--- src/rtl/calc_sequencer.sv ---
// Central control FSM of the four-digit calculator: operand entry, ALU launch and
// completion handshake, result range check, error blink and display source select.
module calc_sequencer #(
   parameter int TIMEOUT_CYCLES = 64,
   parameter int BLINK_PERIOD   = 25000000,
   parameter int RESULT_MAX     = 9999
) (
   input  logic        clk,
   input  logic        reset,
   input  logic        btn_ent,
   input  logic        btn_clr,
   input  logic [1:0]  op_sel,
   input  logic        alu_done,
   input  logic        alu_err,
   input  logic [13:0] alu_result,
   output logic        write_sel,
   output logic        operand_clr,
   output logic        alu_start,
   output logic [1:0]  alu_op,
   output logic [13:0] result,
   output logic [1:0]  display_sel,
   output logic        busy,
   output logic        err_blink
);

   localparam int TW = $clog2(TIMEOUT_CYCLES + 1);
   localparam int BW = $clog2(BLINK_PERIOD + 1);
   // WAIT gives up on the edge where its count would reach TIMEOUT_CYCLES-1,
   // so ERROR shows up exactly TIMEOUT_CYCLES cycles after alu_start.
   localparam logic [TW-1:0] TO_LAST = TW'(TIMEOUT_CYCLES - 2);
   localparam logic [BW-1:0] BL_LAST = BW'(BLINK_PERIOD - 1);
   localparam logic [13:0]   RES_MAX = 14'(RESULT_MAX);

   typedef enum logic [2:0] {
      S_ENTER_A = 3'd0,
      S_ENTER_B = 3'd1,
      S_START   = 3'd2,
      S_WAIT    = 3'd3,
      S_SHOW    = 3'd4,
      S_ERROR   = 3'd5
   } state_t;

   state_t          state_r, next_state_s;
   logic [TW-1:0]   to_cnt_r, to_cnt_s;
   logic [BW-1:0]   blink_cnt_r, blink_cnt_s;
   logic            op_clr_s, alu_start_s, busy_s, write_sel_s, err_blink_s;
   logic [1:0]      alu_op_s, display_sel_s;
   logic [13:0]     result_s;

   // Next-state, counter and output computation; outputs decode from the next state.
   always_comb begin
      next_state_s = state_r;
      to_cnt_s     = to_cnt_r;
      blink_cnt_s  = blink_cnt_r;
      err_blink_s  = err_blink;
      op_clr_s     = 1'b0;
      alu_op_s     = alu_op;
      result_s     = result;

      case (state_r)
         S_ENTER_A: begin
            if (btn_clr) begin
               op_clr_s = 1'b1;
            end else if (btn_ent) begin
               next_state_s = S_ENTER_B;
            end else begin
               next_state_s = S_ENTER_A;
            end
         end
         S_ENTER_B: begin
            if (btn_clr) begin
               op_clr_s     = 1'b1;
               next_state_s = S_ENTER_A;
            end else if (btn_ent) begin
               alu_op_s     = op_sel;
               next_state_s = S_START;
            end else begin
               next_state_s = S_ENTER_B;
            end
         end
         S_START: begin
            to_cnt_s     = {TW{1'b0}};
            next_state_s = S_WAIT;
         end
         S_WAIT: begin
            // Abort beats a coincident completion: the result is not taken.
            if (btn_clr) begin
               op_clr_s     = 1'b1;
               next_state_s = S_ENTER_A;
            end else if (alu_done) begin
               if (alu_err || (alu_result > RES_MAX)) begin
                  next_state_s = S_ERROR;
               end else begin
                  result_s     = alu_result;
                  next_state_s = S_SHOW;
               end
            end else if (to_cnt_r == TO_LAST) begin
               next_state_s = S_ERROR;
            end else begin
               to_cnt_s = to_cnt_r + TW'(1);
            end
         end
         S_SHOW: begin
            if (btn_clr) begin
               op_clr_s     = 1'b1;
               next_state_s = S_ENTER_A;
            end else if (btn_ent) begin
               next_state_s = S_ENTER_A;
            end else begin
               next_state_s = S_SHOW;
            end
         end
         S_ERROR: begin
            if (btn_clr || btn_ent) begin
               op_clr_s     = 1'b1;
               blink_cnt_s  = {BW{1'b0}};
               err_blink_s  = 1'b0;
               next_state_s = S_ENTER_A;
            end else if (blink_cnt_r == BL_LAST) begin
               blink_cnt_s = {BW{1'b0}};
               err_blink_s = ~err_blink;
            end else begin
               blink_cnt_s = blink_cnt_r + BW'(1);
            end
         end
         default: begin
            next_state_s = S_ENTER_A;
         end
      endcase

      alu_start_s = (next_state_s == S_START);
      busy_s      = (next_state_s == S_START) || (next_state_s == S_WAIT);
      write_sel_s = (next_state_s != S_ENTER_A);

      case (next_state_s)
         S_ENTER_A: display_sel_s = 2'd0;
         S_ENTER_B: display_sel_s = 2'd1;
         S_START:   display_sel_s = 2'd1;
         S_WAIT:    display_sel_s = 2'd1;
         S_SHOW:    display_sel_s = 2'd2;
         S_ERROR:   display_sel_s = 2'd3;
         default:   display_sel_s = 2'd0;
      endcase
   end

   // State, counters and registered outputs.
   always_ff @(posedge clk) begin
      if (reset) begin
         state_r     <= S_ENTER_A;
         to_cnt_r    <= {TW{1'b0}};
         blink_cnt_r <= {BW{1'b0}};
         write_sel   <= 1'b0;
         operand_clr <= 1'b0;
         alu_start   <= 1'b0;
         alu_op      <= 2'd0;
         result      <= 14'd0;
         display_sel <= 2'd0;
         busy        <= 1'b0;
         err_blink   <= 1'b0;
      end else begin
         state_r     <= next_state_s;
         to_cnt_r    <= to_cnt_s;
         blink_cnt_r <= blink_cnt_s;
         write_sel   <= write_sel_s;
         operand_clr <= op_clr_s;
         alu_start   <= alu_start_s;
         alu_op      <= alu_op_s;
         result      <= result_s;
         display_sel <= display_sel_s;
         busy        <= busy_s;
         err_blink   <= err_blink_s;
      end
   end

endmodule
--- config.mk ---
export PLATFORM = sky130hd
export DESIGN_NAME = calc_sequencer
export DESIGN_NICKNAME = d
export VERILOG_FILES = /design/src/rtl/calc_sequencer.sv
export SDC_FILE = /design/constraint.sdc
export NUM_CORES = 1
export LEC_CHECK = 0
export ABC_AREA = 0
export CORE_AREA = 8 8 83 85
export CTS_BUF_LIST = sky130_fd_sc_hd__clkbuf_4
export DETAILED_ROUTE_END_ITERATION = 10
export DIE_AREA = 0 0 91 93
export GPL_TIMING_DRIVEN = 0
export MAX_ROUTING_LAYER = met4
export PLACE_DENSITY_LB_ADDON = 0.2
export SYNTH_ARGS = -nofsm -noshare
export SYNTH_HDL_FRONTEND = slang
export SYNTH_SLANG_ARGS = --single-unit
--- constraint.sdc ---
create_clock -name clk -period 1.9 [get_ports clk]
set_input_delay 0.285 -clock clk [delete_from_list [all_inputs] [get_ports clk]]
set_output_delay 0.285 -clock clk [all_outputs]
set_load 0.03 [all_outputs]
After elaboration in Yosys (flattened, before gate mapping)
Cells that the tools add are included.
{ "word_totals": {"ff_bits": 58, "latchBits": 0, "wordCells": 69, "n_memories": 0, "in_bits": 22, "mem_bits_ro": 0, "ram_bits": 0} }
{ "op_classes": {"n_lt_le_gt_ge": 1, "addsub": 2, "mux": 24, "reduce_logical": 13, "eq_ne": 15, "div_mod_pow": 0, "shifts": 0, "n_bitwise": 3, "mul": 0} }
{ "op_table": {"columns": ["cell", "count"], "rows": [
  ["25-bit 2-to-1 mux", 2],
  ["25-bit by 1-bit adder with 25-bit output (second input constant)", 1],
  ["25-bit == test (second input constant)", 1],
  ["3-bit 2-to-1 mux", 7],
  ["7-bit 2-to-1 mux", 3],
  ["3-bit one-hot mux with 6 select lines", 1],
  ["14-bit > comparator (second input constant)", 1],
  ["7-bit one-hot mux with 2 select lines", 1],
  ["3-bit by 2-bit == test with 1-bit output (second input constant)", 4],
  ["3-bit == test (second input constant)", 4],
  ["4-bit AND reduction", 2],
  ["7-bit by 1-bit adder with 7-bit output (second input constant)", 1],
  ["7-bit by 6-bit == test with 1-bit output (second input constant)", 1],
  ["3-bit by 1-bit == test with 1-bit output (second input constant)", 2],
  ["1-bit 2-to-1 mux", 6],
  ["2-bit != test (second input constant)", 3],
  ["2-bit one-hot mux with 3 select lines", 1],
  ["2-bit 2-to-1 mux", 2],
  ["2-bit nonzero test", 2],
  ["4-bit OR reduction", 1],
  ["3-bit zero test", 1],
  ["1-bit logical OR", 3],
  ["1-bit NOT", 3],
  ["3-bit AND reduction", 1],
  ["4 further kinds", 4]
]} }

Depth between registers and ports, before layout
Gate-level depths: netlist of the first run.
{ "logic_depth": {"ltp_word": 9, "ltp_mapped": 7} }

Worst setup path after synthesis of the first run
No wires, ideal clock.
{ "synth_path": {"path_type": "reg-to-reg", "from": "register blink_cnt_r[5]", "to": "register blink_cnt_r[10]", "period_less_slack_ps": 1955, "arrival_ps": 1839, "path_stages_with_launch": 8, "setup_slack_ps": -55, "cell_sequence": "dfxtp_1 -> buf_4 -> or4b_4 -> nor4_4 -> a211oi_2 -> buf_6 -> a21o_1 -> a22o_1"} }
{ "synth_via": {"elab_chain_cells": 3, "word_cells_on_any_way": 4, "classes_between": "add/sub (1); eq/ne (1); mux (2)"} }
{ "synth_rtl": {"columns": ["item", "line", "source"], "rows": [
  ["start, declared", "45", "logic [BW-1:0] blink_cnt_r, blink_cnt_s;"],
  ["start signal, assigned", "151", "blink_cnt_r <= {BW{1'b0}};"],
  ["start signal, assigned", "163", "blink_cnt_r <= blink_cnt_s;"],
  ["25-bit by 1-bit adder with 25-bit output / 25-bit == test (equally long branches)", "123, 119", null],
  ["25-bit 2-to-1 mux *", "119", "end else if (blink_cnt_r == BL_LAST) begin"],
  ["25-bit 2-to-1 mux *", "114", "if (btn_clr || btn_ent) begin"]
]} }
Every way passes the cells marked *; elsewhere a longest branch is shown, timed or not.
A chain may end at the register's enable or synchronous reset.

Worst setup path in the final report of the first run
{ "layout_path": {"from": "register blink_cnt_r[17]", "to": "register blink_cnt_r[10]"} }
{ "layout_via": {"elab_chain_cells": 3} }
{ "layout_rtl": {"columns": ["item", "line"], "rows": [
  ["25-bit == test", "119"],
  ["25-bit 2-to-1 mux", "119"],
  ["25-bit 2-to-1 mux", "114"]
]} }
Every way passes these cells.

==> run metrics, run 1 <==
count leader, synth=dfxtp_1; Final Hold Vio Count=0; vias=2641; outcome=finished, violations left; failing checks=negative setup slack; Slew @ Worst Pin=673.0 ps; core area=5675 µm²; Cell Area, Placed=3259 µm²; Inserted Clock Buffers=9; CTS Buffer Depth=2; Finished Core Util=64.77%; die height=93 µm; Synth Area in Simple Gates=25.92%; Die X=91 µm; number of port buffers=42; GRT overflow=0; RSZ-0062 raised after global routing=true; synthesized-area fraction occupied by adder cells=1.376%; depth of the CTS H-tree=3; Reg2Reg Capture Point=blink_cnt_r[10]; layout cell share with drive strength beyond 1=19.40%; Post-synth EDFFs=0; diodes inserted=0; synth unique cells=51; largest cells by area after synthesis=dfxtp_1 (43%), mux2i_1 (6.6%), nor2_1 (5.9%), a21oi_1 (4.2%), nand3_1 (3.1%); Fmax=0.4956 GHz; top-area cell type share of the netlist area=42.57%; mux contribution to synthesized area=6.606%; Worst VDD drop=0.0003825 V; final net count=417; Multi-input gate area=1525 µm²; Startpoint Class=flop; clock latency on the worst-skew pair=400 ps; Pwr Density=605.6 nW/µm²; Synth top cells by count=dfxtp_1 (58), nor2_1 (43), a21oi_1 (23), mux2i_1 (18), nand2_1 (18); sink of the worst hold path=state_r[2]; fill count=493; Pre-Repair DR Iteration Count=4; Register Area=1181 µm²; Period minus WS final=2018 ps; period utilization=106.2%; final instance area=3676 µm²; Hold Path Origin=btn_clr; worst path arrival time=2300 ps; CTS root buf=clkbuf_4; Worst Hold Depth=2; first-pass GRT wire length=12.28 mm; FF-to-FF Start=blink_cnt_r[17]; main combinational cell family by area after synthesis=simple AND/OR/NAND/NOR gates; Pleak=1.317 nW; max cap viols=0; most area-hungry cell type in the Yosys netlist=dfxtp_1; number of routed nets with antenna violations=0; most common flop cell mapped by yosys=dfxtp_1; cell count after synthesis=320; drt wl/cell=15.79 µm; Worst EP required=2190 ps; # rows=28; clock-pin slew on the worst setup and hold paths=100 ps; clk sinks=58; Compound-Gate Fraction of Synth Area=18.07%; CTS tree=done; Worst R2R Setup Slack=-120 ps; GRT Util Overall=18.29%; CP Class=flop to flop; vias in the first global route=2676; slew margin rel.=55.13%; final setup fails=19; Worst Path Max Fanout=6; GPL Wtd Cong=0.8219; Slew Viols, Final=0; dpl hpwl=4.782 mm; post-synthesis sequential area ratio=42.57%; Layout Area Growth over Synthesis=34.77%; via-per-instance ratio=5.595; final worst slack=-117.9 ps; synthesis-stage register bit count=58; Initial DRC Count=179; antenna violations before repair=0; Critical Path Sink Type=flop; synthesis warning total=0; post-synthesis xor/xnor area fraction=0.9633%; Initial Util=48.06%; DR DRC count=0; Hold/Removal Path Class=input pin to flop; Mapped Area=2728 µm²; WL final=7.454 mm; Ports=45; Die ar.=8463 µm²; Final Skew=13.89 ps; maximum number of pins on one net before global-route repair=12; syn nets=345; Syn Area/Cell=8.524 µm²; FFs w/ async S/R, synth=0%; R2R depth=7
[metrics by stage]
step	TNS (ps)	power [mW]	setup WS, ps	std cells	hold slack, ps
finish	-983.0	2.226	-117.9	472	363.5
global route	-2687	2.332	-175.8	472	365.0
CTS	-597.0	2.246	-72.84	472	332.8
detailed placement	-12860	1.387	-485.7	437	484.9
global placement	-12280	1.387	-440.1	437	471.0
floorplan	-6.400	1.314	-6.400	320	428.9
[worst max-delay path, cell delays in order, from the launching register on]
cell	delay, ps
dfxtp_4	360
or4b_4	540
nor4_4	230
buf_6	160
a211oi_4	100
buf_6	180
a21o_1	140
a22o_1	170
[state kept, by name (all words and copies together) (netlist names), 2 cells and up]
register     cells
alu_op           2
blink_cnt_r     25
display_sel      2
result          14
state_r          3
to_cnt_r         7
[metal layers]
layer  share of wire [%]  wire (µm)  up-vias  global-route usage [%]
li1                    -          -     1318                       -
met1                  42       3138     1219                   19.06
met2                  49       3689       91                   30.17
met3                 6.6        494       13                   6.971
met4                 1.8        131        0                   8.595
met5                   0          0        -                       -
[final cells by class]
type / instances / share of cell area (%)
plain buffers: 15 / 3.233
clock buffers: 10 / 2.042
clock inverters: 6 / 1.566
inverters: 10 / 1.021
multi-input cells: 235 / 41.49
flip-flops and latches: 58 / 32.13
well taps: 75 / 2.553
repair buffers: 63 / 15.96
[repair_timing]
action                                  CTS  global route
pin swaps                                 9             1
gates resized for setup                  34            15
gates cloned                              3             1
endpoints found under the setup margin   36            43
buffers inserted                         17             1
hold buffers                              0             0
[cell usage in the layout, fill, tap and decap left out, types with 4 or more instances in the layout]
cell,n
clkdlybuf4s50_1,42
buf_6,7
dfxtp_1,46
nor3_1,4
mux2i_1,18
inv_1,9
dfxtp_2,10
nand3b_1,4
clkbuf_4,12
nor2b_1,6
nor2_1,41
nand3_1,17
a21oi_1,21
buf_4,18
nand4_1,8
o211ai_1,5
a31oi_1,12
o21ai_0,15
nand2_1,18
[worst max-delay path by stage]
stage | from | end | slack, ps
2_1_floorplan | blink_cnt_r[5] | blink_cnt_r[23] | -6
5_1_grt | blink_cnt_r[6] | blink_cnt_r[10] | -180
6_report | blink_cnt_r[17] | blink_cnt_r[10] | -120
4_1_cts | blink_cnt_r[17] | blink_cnt_r[10] | -70
3_3_place_gp | alu_result[4] | result[10] | -440
3_5_place_dp | btn_ent | blink_cnt_r[4] | -490
[cell families after synthesis]
family,Yosys count
flip-flops,58
adder cells (fa/ha/maj),3
multiplexers,18
AND/OR/NAND/NOR,133
AO/OA/AOI/OAI,77
buffers and inverters,28
XOR/XNOR,3
[power by group]
group	switching (mW)	leakage (nW)	internal, mW	total, mW
registers	0.00327	0.475	1.22	1.22
logic	0.0715	0.775	0.0657	0.137
clock network	0.461	0.0675	0.405	0.866
(Power assumes the default switching activity.)
==> run 2, diff against run 1 <==
==> constraint.sdc (replaced) <==
create_clock -name clk -period 1.9 [get_ports clk]
set_input_delay 0.19 -clock clk [delete_from_list [all_inputs] [get_ports clk]]
set_output_delay 0.19 -clock clk [all_outputs]
set_load 0.03 [all_outputs]
==> results of run 2 <==
Same layout as run 1 (identical final DEF). Status: finished, violations left: negative setup slack.
Among the figures that moved: setup slack after placement -485.7 ps -> -390.7 ps; hold slack 363.5 ps -> 268.5 ps
==> run 3, diff against run 2 <==
PLACE_DENSITY_LB_ADDON = 0.15   (was 0.2)
==> run 3 against run 2 <==
  * The flow still finishes with violations (negative setup slack)
  * Sequential share of layout area decreased by 0.14 points
  * Die area unchanged
  * Count of clock-buffer cells in the layout increased by 2
  * Non-clock buffer count decreased by 3
  * Cell area unchanged
  * Maximum frequency decreased by 0.31%
  * Register-to-register slack about the same
  * Wire length decreased by 4.2%
  * Clock power increased by 2.7%
  * Clock skew increased by 12 ps
  * Highest routed layer unchanged
==> run metrics, run 3 (synthesized netlist as in run 1, its figures left out) <==
max cap viols=0 (unchanged); dpl hpwl=4.743 mm (-0.81%); switching pwr=530.1 µW (-1.1%); Final Skew=26.36 ps (+12.47 ps); Worst R2R Setup Slack=-120 ps (about the same); worst path arrival time=2320 ps (+20 ps); depth of the CTS H-tree=3 (unchanged); antenna violations before repair=0 (unchanged); CTS root buf=clkbuf_4; Pwr Density=613.4 nW/µm² (+1.3%); clock group share of total power=39.4% (+0.5 points); Worst Path Max Fanout=6 (unchanged); R2R depth=7 (unchanged); clock-pin slew on the worst setup and hold paths=110 ps (about the same); hold slack=258.6 ps; final setup fails=18 (-1); Pleak=1.301 nW (-1.2%); slew margin rel.=59.26% (+4.1 points); Ports=45 (unchanged); diodes inserted=0 (unchanged); Int Power=1.725 mW (+2.0%); clk sinks=58 (unchanged); GRT met3 Usage=4.888% (-2.1 points); Pre-Repair DR Iteration Count=4 (unchanged); family with the most delay on the worst path=simple AND/OR/NAND/NOR gates; Hold/Removal Path Class=input pin to flop; CTS Buffer Depth=2 (unchanged); FF-to-FF Start=blink_cnt_r[23]; Worst Hold Depth=2 (unchanged); layout cell share with drive strength beyond 1=20.56% (+1.2 points); maximum number of pins on one net before global-route repair=12 (unchanged); via-per-instance ratio=5.725 (+2.3%); Total Power=2.255 mW (+1.3%); crit path cell chain=or4_4, nor4_4, buf_4, a211oi_4, buf_6, a21o_1, a22o_1; Largest Register=blink_cnt_r; RSZ-0062 raised after global routing=true; Hold Path Origin=reset; Inserted Clock Buffers=9 (unchanged); GRT Util Overall=17.32% (-0.98 points); Worst EP required=2200 ps (about the same); core area=5675 µm² (unchanged); WL final=7.138 mm (-4.2%); failing checks=negative setup slack; Reg2Reg Capture Point=blink_cnt_r[10]; final net count=414 (-0.72%); Top Registers=blink_cnt_r: 25 flops, result: 14 flops, to_cnt_r: 7 flops; crit path buf inv count=2 (unchanged); pre-CTS setup slack=-406.0 ps; fill count=510 (+3.4%); vias=2685 (+1.7%); Worst VDD drop=0.0005792 V (+51%); sequential share of power=54.3% (-0.6 points); Period minus WS final=2024 ps (+6.375 ps); first-pass GRT wire length=11.61 mm (-5.5%); Initial DRC Count=152 (-15%); Startpoint Class=flop; sink of the worst hold path=blink_cnt_r[6]; outcome=finished, violations left; final worst slack=-124.3 ps (-6.375 ps); GPL Wtd Cong=0.8242 (+0.28%); met1 Usage GRT=19.51% (+0.45 points); period utilization=106.5% (+0.34 points); Post-CTS Hold Buffers=0 (unchanged); Critical Path Sink Type=flop; met2 GRT Util=27.33% (-2.8 points); CP Class=flop to flop; most frequent cells in the layout=dfxtp_1 (48), clkdlybuf4s50_1 (42), nor2_1 (41); leading cell type in the layout, fill and taps excluded=dfxtp_1; GRT Max-Usage Layer=met2; DR DRC count=0 (unchanged); CTS tree=done; critical path's slowest cell=or4_4; Logic pwr share=6.2% (about the same); GRT overflow=0 (unchanged); die height=93 µm (unchanged); clock latency on the worst-skew pair=420 ps (+20 ps); max FFs per register=25 (unchanged); Die ar.=8463 µm² (unchanged); Initial Util=48.06% (unchanged); Crit. path cell count=7 (unchanged); Final Hold Vio Count=0 (unchanged); Fmax=0.4940 GHz (-0.31%); number of port buffers=42 (unchanged); Finished Core Util=64.77% (unchanged); drt wl/cell=15.22 µm (-3.6%); Layout Area Growth over Synthesis=34.77% (unchanged); Die X=91 µm (unchanged); # rows=28 (unchanged); Slew Viols, Final=0 (unchanged); vias in the first global route=2501 (-6.5%); sw frac=23.51% (-0.57 points); number of routed nets with antenna violations=0 (unchanged); Slew @ Worst Pin=611.1 ps (-61.90 ps); Crit path largest cell delay=540 ps (about the same)
-- run 3: changes by cell type in the layout (fill, tap and decap cells not counted), sizes merged --
cell and change:
clkinvlp -2, clkbuf -1
-- run 3: worst max path at each step --
stage,from,to,slack [ps]
finish,blink_cnt_r[23],blink_cnt_r[10],-120
global placement,alu_result[4],result[10],-370
detailed placement,blink_cnt_r[0],blink_cnt_r[4],-410
CTS,blink_cnt_r[17],blink_cnt_r[10],-70
floorplan,blink_cnt_r[5],blink_cnt_r[23],-6
global route,blink_cnt_r[23],blink_cnt_r[10],-170
-- run 3: power groups by stage --
stage | sequential, mW | combinational [mW] | clock [mW]
6_report | 1.23 | 0.141 | 0.889
5_1_grt | 1.23 | 0.154 | 0.950
4_1_cts | 1.22 | 0.137 | 0.904
3_5_place_dp | 1.25 | 0.134 | 0
3_3_place_gp | 1.25 | 0.133 | 0
2_1_floorplan | 1.27 | 0.0490 | 0
-- run 3: final cells by class --
type	instances	area, µm²	area share, %
multi-input combinational	235	1577	42.89
sequential	58	1176	31.99
timing repair buffer	61	561.8	15.28
buffer	14	97.59	2.655
tap	75	93.84	2.553
clock buffer	12	90.09	2.451
clock inverter	4	42.54	1.157
inverter	10	37.54	1.021
-- run 3: stage by stage --
step                TNS, ps  area (µm²)  cells
finish               -823.9        3676    469
global route          -2079        3676    469
CTS                  -468.0        3611    468
detailed placement   -11130        3259    437
global placement     -10500        3259    437
floorplan            -6.400        2745    320
-- run 3: layer usage --
layer / routed length [µm] / up-vias
li1: - / 1310
met1: 3138 / 1275
met2: 3387 / 77
met3: 389 / 23
met4: 223 / 0
met5: 0 / -
-- run 3: what timing repair did --
| item | in CTS | in global routing |
|---|---|---|
| cloned | 3 | 1 |
| endpoints found under the setup margin | 38 | 31 |
| pin swaps | 7 | 6 |
| resized for setup | 30 | 25 |
| buffers inserted | 14 | 2 |
